==> config.mk <==
export PLATFORM = sky130hd
export DESIGN_NAME = stream_dot_product
export DESIGN_NICKNAME = d
export VERILOG_FILES = /design/src/rtl/stream_dot_product.sv
export SDC_FILE = /design/constraint.sdc
export NUM_CORES = 1
export LEC_CHECK = 0
export CAP_MARGIN = 5
export CORE_MARGIN = 2
export CORE_UTILIZATION = 30
export CTS_BUF_LIST = sky130_fd_sc_hd__clkbuf_8
export DETAILED_ROUTE_END_ITERATION = 8
export GPL_ROUTABILITY_DRIVEN = 0
export GPL_TIMING_DRIVEN = 0
export PLACE_DENSITY_LB_ADDON = 0.3
export SYNTH_ARGS = -nofsm -noshare
export SYNTH_HDL_FRONTEND = slang
export SYNTH_SLANG_ARGS = --single-unit
==> constraint.sdc <==
create_clock -name clk_user -period 7.5 [get_ports clk_user]
set_clock_uncertainty 0.2 [all_clocks]
set_input_delay 0.75 -clock clk_user [delete_from_list [all_inputs] [get_ports clk_user]]
set_output_delay 0.75 -clock clk_user [all_outputs]
set_load 0.005 [all_outputs]
==> src/rtl/stream_dot_product.sv <==
// Streaming dot-product operator for a PRflow leaf user slot.
// Consumes paired elements from streams A and B, accumulates VEC_LEN products
// (wrapping at DATA_W bits), then presents the result on NUM_OUT channels,
// either broadcast to all channels or round-robin, one channel per result.
module stream_dot_product #(
  parameter int DATA_W   = 32,
  parameter int VEC_LEN  = 6,
  parameter int NUM_OUT  = 2,
  parameter int OUT_MODE = 0,
  parameter int CNT_W    = 16
) (
  input  logic                        clk_user,
  input  logic                        reset,
  input  logic [DATA_W-1:0]           in_a_data,
  input  logic                        in_a_vld,
  output logic                        in_a_ack,
  input  logic [DATA_W-1:0]           in_b_data,
  input  logic                        in_b_vld,
  output logic                        in_b_ack,
  output logic [NUM_OUT*DATA_W-1:0]   out_data,
  output logic [NUM_OUT-1:0]          out_vld,
  input  logic [NUM_OUT-1:0]          out_ack,
  output logic [CNT_W-1:0]            result_cnt,
  output logic                        busy
);

  localparam int EW = (VEC_LEN > 1) ? $clog2(VEC_LEN) : 1;
  localparam int PW = (NUM_OUT > 1) ? $clog2(NUM_OUT) : 1;

  typedef enum logic {
    ACC = 1'b0,
    OUT = 1'b1
  } state_t;

  state_t              state;
  logic [DATA_W-1:0]   acc;
  logic [DATA_W-1:0]   result;
  logic [EW-1:0]       elem_cnt;
  logic [NUM_OUT-1:0]  done;
  logic [PW-1:0]       ptr;

  logic [DATA_W-1:0]   prod;
  logic [DATA_W-1:0]   sum;
  logic [NUM_OUT-1:0]  sel;
  logic [NUM_OUT-1:0]  done_next;
  logic                pair_fire;
  logic                last_pair;
  logic                bc_complete;
  logic                rr_fire;

  // Both streams are consumed together, and only while accumulating.
  assign pair_fire = (state == ACC) && in_a_vld && in_b_vld;
  assign in_a_ack  = pair_fire;
  assign in_b_ack  = pair_fire;
  assign last_pair = (elem_cnt == EW'(VEC_LEN - 1));

  // Product and running sum, truncated to DATA_W bits (sign-agnostic wrap).
  always_comb begin
    prod = in_a_data * in_b_data;
    sum  = acc + prod;
  end

  // One-hot decode of the round-robin pointer.
  always_comb begin
    sel      = '0;
    sel[ptr] = 1'b1;
  end

  // Channel valids: every not-yet-acked channel (broadcast) or the selected one.
  always_comb begin
    if (state == OUT) begin
      if (OUT_MODE == 0) begin
        out_vld = ~done;
      end else begin
        out_vld = sel;
      end
    end else begin
      out_vld = '0;
    end
  end

  // Completion terms; acks on channels that are not valid are ignored.
  always_comb begin
    done_next   = done | (out_ack & out_vld);
    bc_complete = &done_next;
    rr_fire     = |(out_ack & sel);
  end

  // The result register drives every channel; invalid channels are don't-care.
  genvar k;
  generate
    for (k = 0; k < NUM_OUT; k++) begin : g_out
      assign out_data[k*DATA_W +: DATA_W] = result;
    end
  endgenerate

  assign busy = (elem_cnt != '0) || (state == OUT);

  // Accumulate / output state machine.
  always_ff @(posedge clk_user or negedge reset) begin
    if (!reset) begin
      state      <= ACC;
      acc        <= '0;
      elem_cnt   <= '0;
      result     <= '0;
      done       <= '0;
      ptr        <= '0;
      result_cnt <= '0;
    end else begin
      case (state)
        ACC: begin
          if (pair_fire) begin
            if (last_pair) begin
              result   <= sum;
              acc      <= '0;
              elem_cnt <= '0;
              state    <= OUT;
            end else begin
              acc      <= sum;
              elem_cnt <= elem_cnt + EW'(1);
            end
          end
        end
        OUT: begin
          if (OUT_MODE == 0) begin
            if (bc_complete) begin
              done       <= '0;
              result_cnt <= result_cnt + CNT_W'(1);
              state      <= ACC;
            end else begin
              done <= done_next;
            end
          end else if (rr_fire) begin
            ptr        <= (ptr == PW'(NUM_OUT - 1)) ? '0 : ptr + PW'(1);
            result_cnt <= result_cnt + CNT_W'(1);
            state      <= ACC;
          end
        end
        default: state <= ACC;
      endcase
    end
  end

endmodule
### Yosys cells after proc, flatten, opt, wreduce, memory -nomap -nowiden

Cells that the tools add are included.

| storage, ports and cells | value |
|---|---|
| bits of input ports | 70 |
| output and inout port bits | 85 |
| register bits | 86 |
| word-level logic and storage cells | 31 |

| operators by class | value |
|---|---|
| reduce and logical (&&, ||, !) cells | 8 |
| bitwise gates (word level) | 4 |
| equality and inequality tests | 1 |
| add/subtract/negate cells | 3 |
| multiplexer cells | 8 |
| multiply operators | 1 |

Operators by type and width:

| cell | count |
|---|---|
| $add A32 B32 Y32 | 1 |
| $mul A32 B32 Y32 | 1 |
| $mux W32 | 1 |
| $add A16 B1 Y16 const B | 1 |
| $reduce_and A3 Y1 | 2 |
| $mux W2 | 2 |
| $reduce_and A2 Y1 | 2 |
| $add A3 B1 Y3 const B | 1 |
| $eq A3 B3 Y1 const B | 1 |
| $mux W1 | 3 |
| $mux W3 | 1 |
| $reduce_bool A3 Y1 | 1 |
| $and A2 B2 Y2 | 1 |
| $logic_and A1 B1 Y1 | 2 |
| $not A2 Y2 | 1 |
| $or A2 B2 Y2 | 1 |
| $pmux W1 S2 | 1 |
| $logic_or A1 B1 Y1 | 1 |
| $not A1 Y1 | 1 |

### Depth between registers and ports, before layout

| logic depth | value |
|---|---|
| depth after elaboration | 7 |
| depth in mapped cells | 28 |
| mapped depth without buffers | 26 |

### Worst setup path before layout

Ideal clock, no wire load.

| timing | value |
|---|---|
| kind | input to register |
| start | input port in_b_data[2] |
| end | register result[30] |
| arrival | 7.164 ns |
| data required time | 7.175 ns |
| buffers on the path | 2 |
| library setup time | 0.125 ns |
| stages | 24 |
| path slack | 0.011 ns |
| cell sequence | clkbuf_1 clkbuf_1 nand2_1 fa_1 fa_1 inv_1 fa_1 inv_1 fa_1 inv_1 fa_1 fa_1 fa_1 inv_1 fa_1 inv_1 ha_1 a21oi_2 o21bai_1 a21o_1 o31a_1 a311oi_1 xnor2_1 mux2_2 |

| between the ends | value |
|---|---|
| cells in the longest elaborated chain, start to end | 2 |

RTL lines:

| item | line | source |
|---|---|---|
| start, declared | 17 | `input logic [DATA_W-1:0] in_b_data,` |
| $mul A32 B32 Y32 | 59 | `prod = in_a_data * in_b_data;` |
| $add A32 B32 Y32 | 60 | `sum = acc + prod;` |
| end signal, assigned | 114 | `result <= sum;` |
| end, declared | 37 | `logic [DATA_W-1:0] result;` |

No other way between the ends.
A chain may end at the register's enable or synchronous reset.

### Final worst setup path

| timing | value |
|---|---|
| start | input port in_a_data[17] |
| end | register result[29] |

| between the ends | value |
|---|---|
| cells in the longest elaborated chain, start to end | 2 |

RTL lines:

| item | line | source |
|---|---|---|
| start, declared | 14 | `input logic [DATA_W-1:0] in_a_data,` |
| $mul A32 B32 Y32 | 59 |  |
| $add A32 B32 Y32 | 60 |  |

No other way between the ends.

==> results.toml <==
[outcome]
status = "finished, final reports clean"

[die]
fp.dieW_um = 263.2
ioPinCount = 155
core_area_sq_um = 66800
fp.dieArea_sq_um = 69290
start_util_pct = 30.18
die_h_um = 263.2
placementRows = 95

[timing]
setup_violations = 0
hold_violations = 0
tns_ns = 0
slew_headroom_pct = 49.02
whs_ns = 0.03599
worst_pin_slew_ns = 0.7619
period_needed_ns = 7.446
rsz0062_at_grt = "yes"
final_max_slew_viol_count = 0
fmax_mhz = 134.3
fin_crit_sh_pct = 99.27

[critical_path]
r2r_setup_slack_ns = 0.51
cp.required_ns = 7.57
arrival_ns = 7.51
critPathLaunchType = "input port"
reg2reg_from = "acc[18]$_DFFE_PN0P_"
rr_endpoint = "result[29]$_DFFE_PN0P_"
path_class = "in2reg"
end_kind = "register"
path_max_fanout = 10
rr_worst_depth = 23

[global_route]
grt_max_degree = 71
grt_pass1_wl_um = 103100
grt_use_total_pct = 19.73
gr-total-overflow = 0
antenna_found_initial = 5
first_global_vias = 16850

[synth]
syn_nets = 2824
avgSynthCellArea_sq_um = 9.202
synth_edf_count = 0
syn_area_sq_um = 20160
syn-instance-count = 2191
ys_seq_area_share_pct = 10.67
synth_async_sr_flop_share_pct = 100.0
yosysWarnings = 0
yosys.cell_types.count = 55
ys_ff_latch = 86
yosys.area.top_type = "fa_1"
synthTopCellsByArea = "fa_1, dfrtp_1, inv_1"
synth_flop_cell = "dfrtp_1"
yosysTopAreaCellShare_pct = 43.49

[clock_network]
numCtsBuffers = 9
htree_levels = 3
clock_latency_ns = 0.38
ctsLongestPathBuffers = 2
root_buffer = "clkbuf_8"
cts.clk_slew.worst_paths_ns = 0.10
cts_tree = "yes"
clock-sinks = 86

[worst_hold_path]
hold_path_class = "in2async"

[cells_and_area]
syn_to_final_growth_pct = 19.12
nets = 3004
mostFrequentLayoutCells = "inv_1, fa_1, nand2_1"
drive_gt1_share_pct = 11.92
final_common_cell = "inv_1"
fill_cells = 6821

[route]
vias_per_cell = 4.654
vias = 15150
drt_pre_antenna_iters = 5
drt_iter0_markers = 947
wl_um = 66690
drt-wirelength-per-cell_um = 20.49
ant_nets = 0
drc = 0

[flow_run]
cap_violations = 0

[place]
dp_hpwl_um = 56250
port_buffers = 144
==> metrics by stage <==
step	instance area [sq um]	setup slack (ns)	cells	util [%]
after floorplan	20160	0.01092	2191	-
after global placement	22690	-2.066	3208	33.97
after detailed placement	22720	-2.054	3209	34.01
after CTS	23730	0.0001670	3233	35.52
after global routing	24000	-0.07463	3248	35.92
final	24010	0.05438	3255	35.95
==> how the worst max path moves through the flow <==
stage / startpoint / end / slack (ns) / depth (start not counted)
4_1_cts: in_a_data[3] / acc[20]$_DFFE_PN0P_ / 0.0002 / 24
3_3_place_gp: in_b_data[3] / result[31]$_DFFE_PN0P_ / -2.07 / 27
2_1_floorplan: in_b_data[2] / result[30]$_DFFE_PN0P_ / 0.01 / 24
6_report: in_a_data[17] / result[29]$_DFFE_PN0P_ / 0.05 / 24
3_5_place_dp: in_b_data[3] / result[31]$_DFFE_PN0P_ / -2.05 / 27
5_1_grt: in_b_data[2] / result[30]$_DFFE_PN0P_ / -0.07 / 25
==> cell usage after synthesis, drive strengths merged (5+ instances only) <==
master and count:
o21a 6, o21ai 26, nand3 7, fa 438
o21bai 6, mux2 10, nand2 366, a22o 16
xor2 27, a21o 13, a21oi 22, and2 267
xnor2 74, nor2 21, a211oi 5, inv 492
buf 43, nand4 7, ha 125, dfrtp 86
clkbuf 90
==> registers in the layout, summed over array words and instances (netlist names) <==
| name | cells |
|---|---|
| acc | 32 |
| done | 2 |
| elem_cnt | 3 |
| result | 32 |
| result_cnt | 16 |
| state | 1 |
==> cells by family (layout without fill, tap and decap cells) <==
family	after synthesis	after routing	share of synthesized area, %
flops	86	86	10.67
other cells	0	7	0
compound gates	118	118	4.053
mux	10	10	0.5772
simple gates	687	687	16.53
xor+xnor	102	102	4.574
fa+ha+maj	563	563	51.25
buf+inv	625	809	12.34
==> area by class of cell <==
| type | instances | area, sq um | area share (%) |
|---|---|---|---|
| clock buffers | 9 | 123.9 | 0.5158 |
| flip-flops and latches | 86 | 2152 | 8.962 |
| diodes | 7 | 17.52 | 0.07294 |
| plain buffers | 130 | 1330 | 5.538 |
| inverters | 492 | 1847 | 7.690 |
| multi-input cells | 1480 | 15820 | 65.89 |
| well taps | 873 | 1092 | 4.549 |
| repair buffers | 172 | 1583 | 6.591 |
| clock inverters | 6 | 46.29 | 0.1928 |
==> per-layer routing <==
metal  routed length (um)  part of all wire [%]  global-route usage [%]
met5                   49                 0.073                       0
met3                 6203                   9.3                   5.294
met2                30710                    46                   31.88
met4                 1709                   2.6                   4.664
met1                28020                    42                   26.36
==> critical path, stage by stage <==
cell and delay (ns):
clkbuf_4 0.18, clkbuf_8 0.19, and2_1 0.18, fa_1 0.56
fa_1 0.44, fa_1 0.53, inv_1 0.12, fa_1 0.54
inv_1 0.05, fa_1 0.52, fa_1 0.44, fa_2 0.63
inv_1 0.07, fa_1 0.49, inv_1 0.06, ha_4 0.30
nand2_1 0.12, o21ai_4 0.23, o21a_1 0.23, and4_4 0.25
a21oi_4 0.07, o21ai_2 0.17, xnor2_2 0.10, mux2_2 0.27
==> timing repair <==
| action | in CTS | in global routing |
|---|---|---|
| gates resized for setup | 354 | 166 |
| pin swaps | 32 | 50 |
| setup endpoints to repair | 40 | 24 |
| setup buffers | 11 | 16 |
| hold buffers | 0 | 0 |
Power is left out: the tool's default activity adds up to more than one toggle a clock period on the data nets, which glitch-free logic cannot reach.
==> RTL change 1: new RTL, same settings <==
Reset style: synchronous (`reset`), changed in one clocked block.
--- a/src/rtl/stream_dot_product.sv
+++ b/src/rtl/stream_dot_product.sv
@@ -97,7 +97,7 @@
   assign busy = (elem_cnt != '0) || (state == OUT);
 
   // Accumulate / output state machine.
-  always_ff @(posedge clk_user or negedge reset) begin
+  always_ff @(posedge clk_user) begin
     if (!reset) begin
       state      <= ACC;
       acc        <= '0;
Behaviour: differs if reset is asserted again (counterexample within 4 cycles, from zero or initial values and one cycle with reset low); with reset held inactive, the same outputs for 4 cycles.
==> RTL change 1 against the unedited design <==
  * The run now ends with negative setup slack left
  * Register-to-register slack worse by 0.24 ns
  * Routed wire length is 1.5% higher
  * Critical path depth rose by 4
  * Area after synthesis down 0.20%
  * Worst setup slack worse by 0.27 ns
  * Critical endpoint is now acc[31]
  * Fmax is 3.5% lower
  * Sequential cell count did not move
  * Die area is 0.20% lower
  * Largest cell class unchanged
  * Cell area up 0.35%
  * Cell count increased by 2.1%
Power is not shown: default switching activity piles up to over one toggle a cycle in this logic, so the estimate is an artifact.
==> RTL change 1: results (changes against the unedited design) <==
status:
  status: "finished with violations"
  violations: "negative setup slack"
global_route:
  grt_use_met1: 0.270  # +0.00685
  grt_max_degree: 19  # -73%
  grt_pass1_wl_um: 103000  # -0.33%
  track_usage: 0.197  # -0.000240
  use_met3: 0.0442  # -0.00870
  grt_use_met2: 0.311  # -0.00744
  grt_pass1_vias: 16800  # -0.14%
critical_path:
  reg2reg_slack_ns: 0.27  # -0.24 ns
  slowest_delay_ns: 0.60  # -0.03 ns
  worstPathArrival_ns: 7.79  # +0.28 ns
  r2r_cells: 24  # +4.3%
worst_hold_path:
  holdCritPathClass: "register to register"
timing:
  worst_slack_ns: -0.217  # -0.271 ns
  setup_viol: 8  # +8
final_layout:
  nFillCells: 6787  # -0.50%
  nets: 3083  # +2.6%
placement:
  place_inst: 3268  # +1.8%
  hpwl_um: 57200  # +1.7%
  placed_cell_area_um2: 22600  # -0.37%
  dp_slack_ns: -2.18  # -0.123 ns
yosys:
  synthFlopType: "dfxtp_1"
  synth_nets: 2894  # +2.5%
  synth.distinct_cells: 54  # -1.8%
  synthTopCellsByCount: "inv_1, fa_1, nand2_1"
  synthArstFlopShare: 0  # -1.00
  synthTopCellsByArea: "fa_1, inv_1, and2_1, dfxtp_1, ha_1"
routing:
  wl_um: 67700  # +1.5%
## RTL change 1: kinds of logic (layout without fill, tap and decap cells)
logic type                 count (synthesis)  count (layout)  share of synthesized area
adders and majority gates                563             563                      0.514
muxes                                      1               1                   0.000498
buffers and inverters                    637             831                      0.125
and+or+nand+nor                          730             730                      0.181
DFF                                       86              86                     0.0856
other                                      0               3                          0
AOI/OAI and AO/OA                        142             142                     0.0493
xor gates and xnor gates                 102             102                     0.0444
## RTL change 1: metrics by stage
stage / setup TNS [ns] / util / hold WS (ns)
2_1_floorplan: 0 / - / 0.234
3_3_place_gp: -61.53 / 0.342 / 0.279
3_5_place_dp: -62.54 / 0.342 / 0.280
4_1_cts: -1.64 / 0.358 / 0.296
5_1_grt: -1.92 / 0.365 / 0.312
6_report: -0.964 / 0.365 / 0.291
## RTL change 1: routing by layer
metal | vias to the layer above | wire length (um)
met5 | - | 54
met4 | 8 | 2490
met1 | 7937 | 29300
li1 | 6951 | -
met3 | 112 | 5820
met2 | 636 | 30000
## RTL change 1: worst paths after layout
check                                   from   endpoint
worst min register to register     result[6]  result[6]
worst max register to register       acc[18]    acc[31]
worst min-delay path               result[6]  result[6]
worst max-delay path            in_b_data[9]    acc[31]
## RTL change 1: timing repair
action / CTS / global route
resized for setup: 357 / 147
pin swaps: 22 / 46
setup buffers: 22 / 17
hold buffers: 0 / 0
endpoints found under the setup margin: 40 / 24
gates cloned: 1 / 0
## RTL change 1: final cells by class
class / instances / share of cell area
timing repair buffer: 183 / 0.0686
clock buffer: 9 / 0.00514
sequential: 86 / 0.0714
tap: 864 / 0.0449
inverter: 491 / 0.0765
antenna: 3 / 0.000312
buffer: 141 / 0.0537
clock inverter: 7 / 0.00306
multi-input combinational: 1538 / 0.676
==> RTL change 2: new RTL, config.mk and constraints unchanged <==
Made on the original files. Set the parameter `VEC_LEN` to 12 (it was 6).
--- a/src/rtl/stream_dot_product.sv
+++ b/src/rtl/stream_dot_product.sv
@@ -4,7 +4,7 @@
 // either broadcast to all channels or round-robin, one channel per result.
 module stream_dot_product #(
   parameter int DATA_W   = 32,
-  parameter int VEC_LEN  = 6,
+  parameter int VEC_LEN  = 12,
   parameter int NUM_OUT  = 2,
   parameter int OUT_MODE = 0,
   parameter int CNT_W    = 16
Function: changed (Yosys sat finds a counterexample within 10 cycles, from zero or initial values and one cycle with reset low).
==> RTL change 2 against the unedited design <==
  * Highest routed layer unchanged
  * Critical path type unchanged
  * Routed wire length up 1.4%
  * Cell count up 1.0%
  * Critical endpoint is now result[31]
  * Sequential cell count increased by 1
  * Worst setup slack worse by 0.032 ns
  * Worst hold slack better by 0.059 ns
  * Cell area is 3.3% higher
  * Area after synthesis grew 1.7%
Power is left out: the tool's default activity adds up to more than one toggle a clock period on the data nets, which glitch-free logic cannot reach.
==> RTL change 2: results (changes against the unedited design) <==
clocking:
  clk_pin_slew_ns: 0.11
  clock_latency_ns: 0.40  # +0.02 ns
  tritoncts: "built"
global_route:
  grt-ovfl-total: 0  # unchanged
  grt_pass1_vias: 16600  # -1.7%
  grt_pass1_wl_um: 102000  # -0.82%
  grt_max_degree: 58  # -18%
  track_usage: 0.195  # -0.00214
  antenna_found_initial: 6  # +1
critical_path:
  reg2reg_slack_ns: 0.37  # -0.14 ns
  r2r-end: "result[31]"
  worstPathArrival_ns: 7.56  # +0.05 ns
  r2r_cells: 24  # +4.3%
routing:
  wl_met1_um: 28000  # -0.22%
  via_count: 15400  # +1.9%
  wl_um: 67600  # +1.4%
  routed-wl-met2_um: 32400  # +5.5%
  drt_iter0_markers: 873  # -7.8%
  met3_length_um: 4670  # -25%
final_layout:
  drive_gt1_frac: 0.133  # +0.0143
  nFillCells: 6701  # -1.8%
  nets: 3043  # +1.3%
  final_util: 0.368  # +0.00849
yosys:
  synthTopCellsByCount: "inv_1, fa_1, and2_1"
  yosys_warnings: 0  # unchanged
  synth.distinct_cells: 55  # unchanged
  ys_seq_area_frac: 0.106  # -0.000525
  synthTopCellsByArea: "fa_1, dfrtp_1, and2_1, inv_1, ha_1"
  synth_nets: 2835  # +0.39%
  synthArstFlopShare: 1.00  # unchanged
timing:
  tightest_slew_ns: 0.734  # -0.0276 ns
  worst_slack_ns: 0.0228  # -0.0316 ns
placement:
  dp_slack_ns: -2.13  # -0.0758 ns
  hpwl_um: 56500  # +0.40%
  placed_cell_area_um2: 23100  # +1.7%
  io_buffers: 150  # +4.2%
status:
  status: "completed"
-- RTL change 2: critical path: stages --
cell and delay [ns]:
clkdlybuf4s15_1 0.36, clkbuf_4 0.31, and2_1 0.17, fa_1 0.50, inv_1 0.05, fa_1 0.53, fa_1 0.52, inv_1 0.06
fa_1 0.60, inv_1 0.08, fa_1 0.54, fa_1 0.45, fa_1 0.49, fa_1 0.42, xor2_2 0.18, xnor2_2 0.15
xnor2_1 0.15, xnor2_1 0.27, xnor2_2 0.15, xnor3_2 0.34, xnor2_2 0.19, mux2_4 0.27
-- RTL change 2: layer usage --
layer	global-route usage	up-vias
met1	0.263	7956
met4	0.0681	4
met3	0.0273	128
met2	0.322	549
li1	-	6801
met5	0	-
-- RTL change 2: final cells by class --
| cell class | instances | share of cell area |
|---|---|---|
| tap | 873 | 0.0440 |
| multi-input combinational | 1492 | 0.654 |
| buffer | 125 | 0.0532 |
| antenna | 2 | 0.000202 |
| timing repair buffer | 201 | 0.0780 |
| clock inverter | 6 | 0.00252 |
| inverter | 492 | 0.0745 |
| sequential | 87 | 0.0878 |
| clock buffer | 10 | 0.00555 |
-- RTL change 2: what timing repair did --
action                                  in CTS  in global routing
gates cloned                                 1                  1
endpoints found under the hold margin        0                  0
pin swaps                                   25                 39
endpoints found under the setup margin      40                 32
gates resized for setup                    376                167
setup buffers                               22                 26
-- RTL change 2: kinds of logic (layout without fill, tap and decap cells) --
kind of cell    Yosys count  after routing  share of synthesized area
mux                      14             14                    0.00787
compound gates          124            124                     0.0425
fa+ha+maj               565            565                      0.505
simple gates            688            688                      0.173
xor+xnor                101            101                     0.0446
flops                    87             87                      0.106
other cells               0              2                          0
buf+inv                 621            834                      0.120
-- RTL change 2: worst max-delay path by stage --
stage	start	end	cells after the start
after floorplan	in_b_data[3]	result[31]	26
after global placement	in_b_data[3]	result[31]	27
after detailed placement	in_b_data[3]	result[31]	27
after CTS	in_b_data[3]	result[31]	28
after global routing	in_b_data[2]	result[31]	27
final	in_b_data[18]	result[31]	22
-- RTL change 2: per-stage QoR --
stage	hold slack [ns]	std cells
after CTS	0.0785	3260
after global routing	0.119	3286
after detailed placement	0.274	3224
after global placement	0.263	3223
after floorplan	0.254	2200
final	0.0951	3288
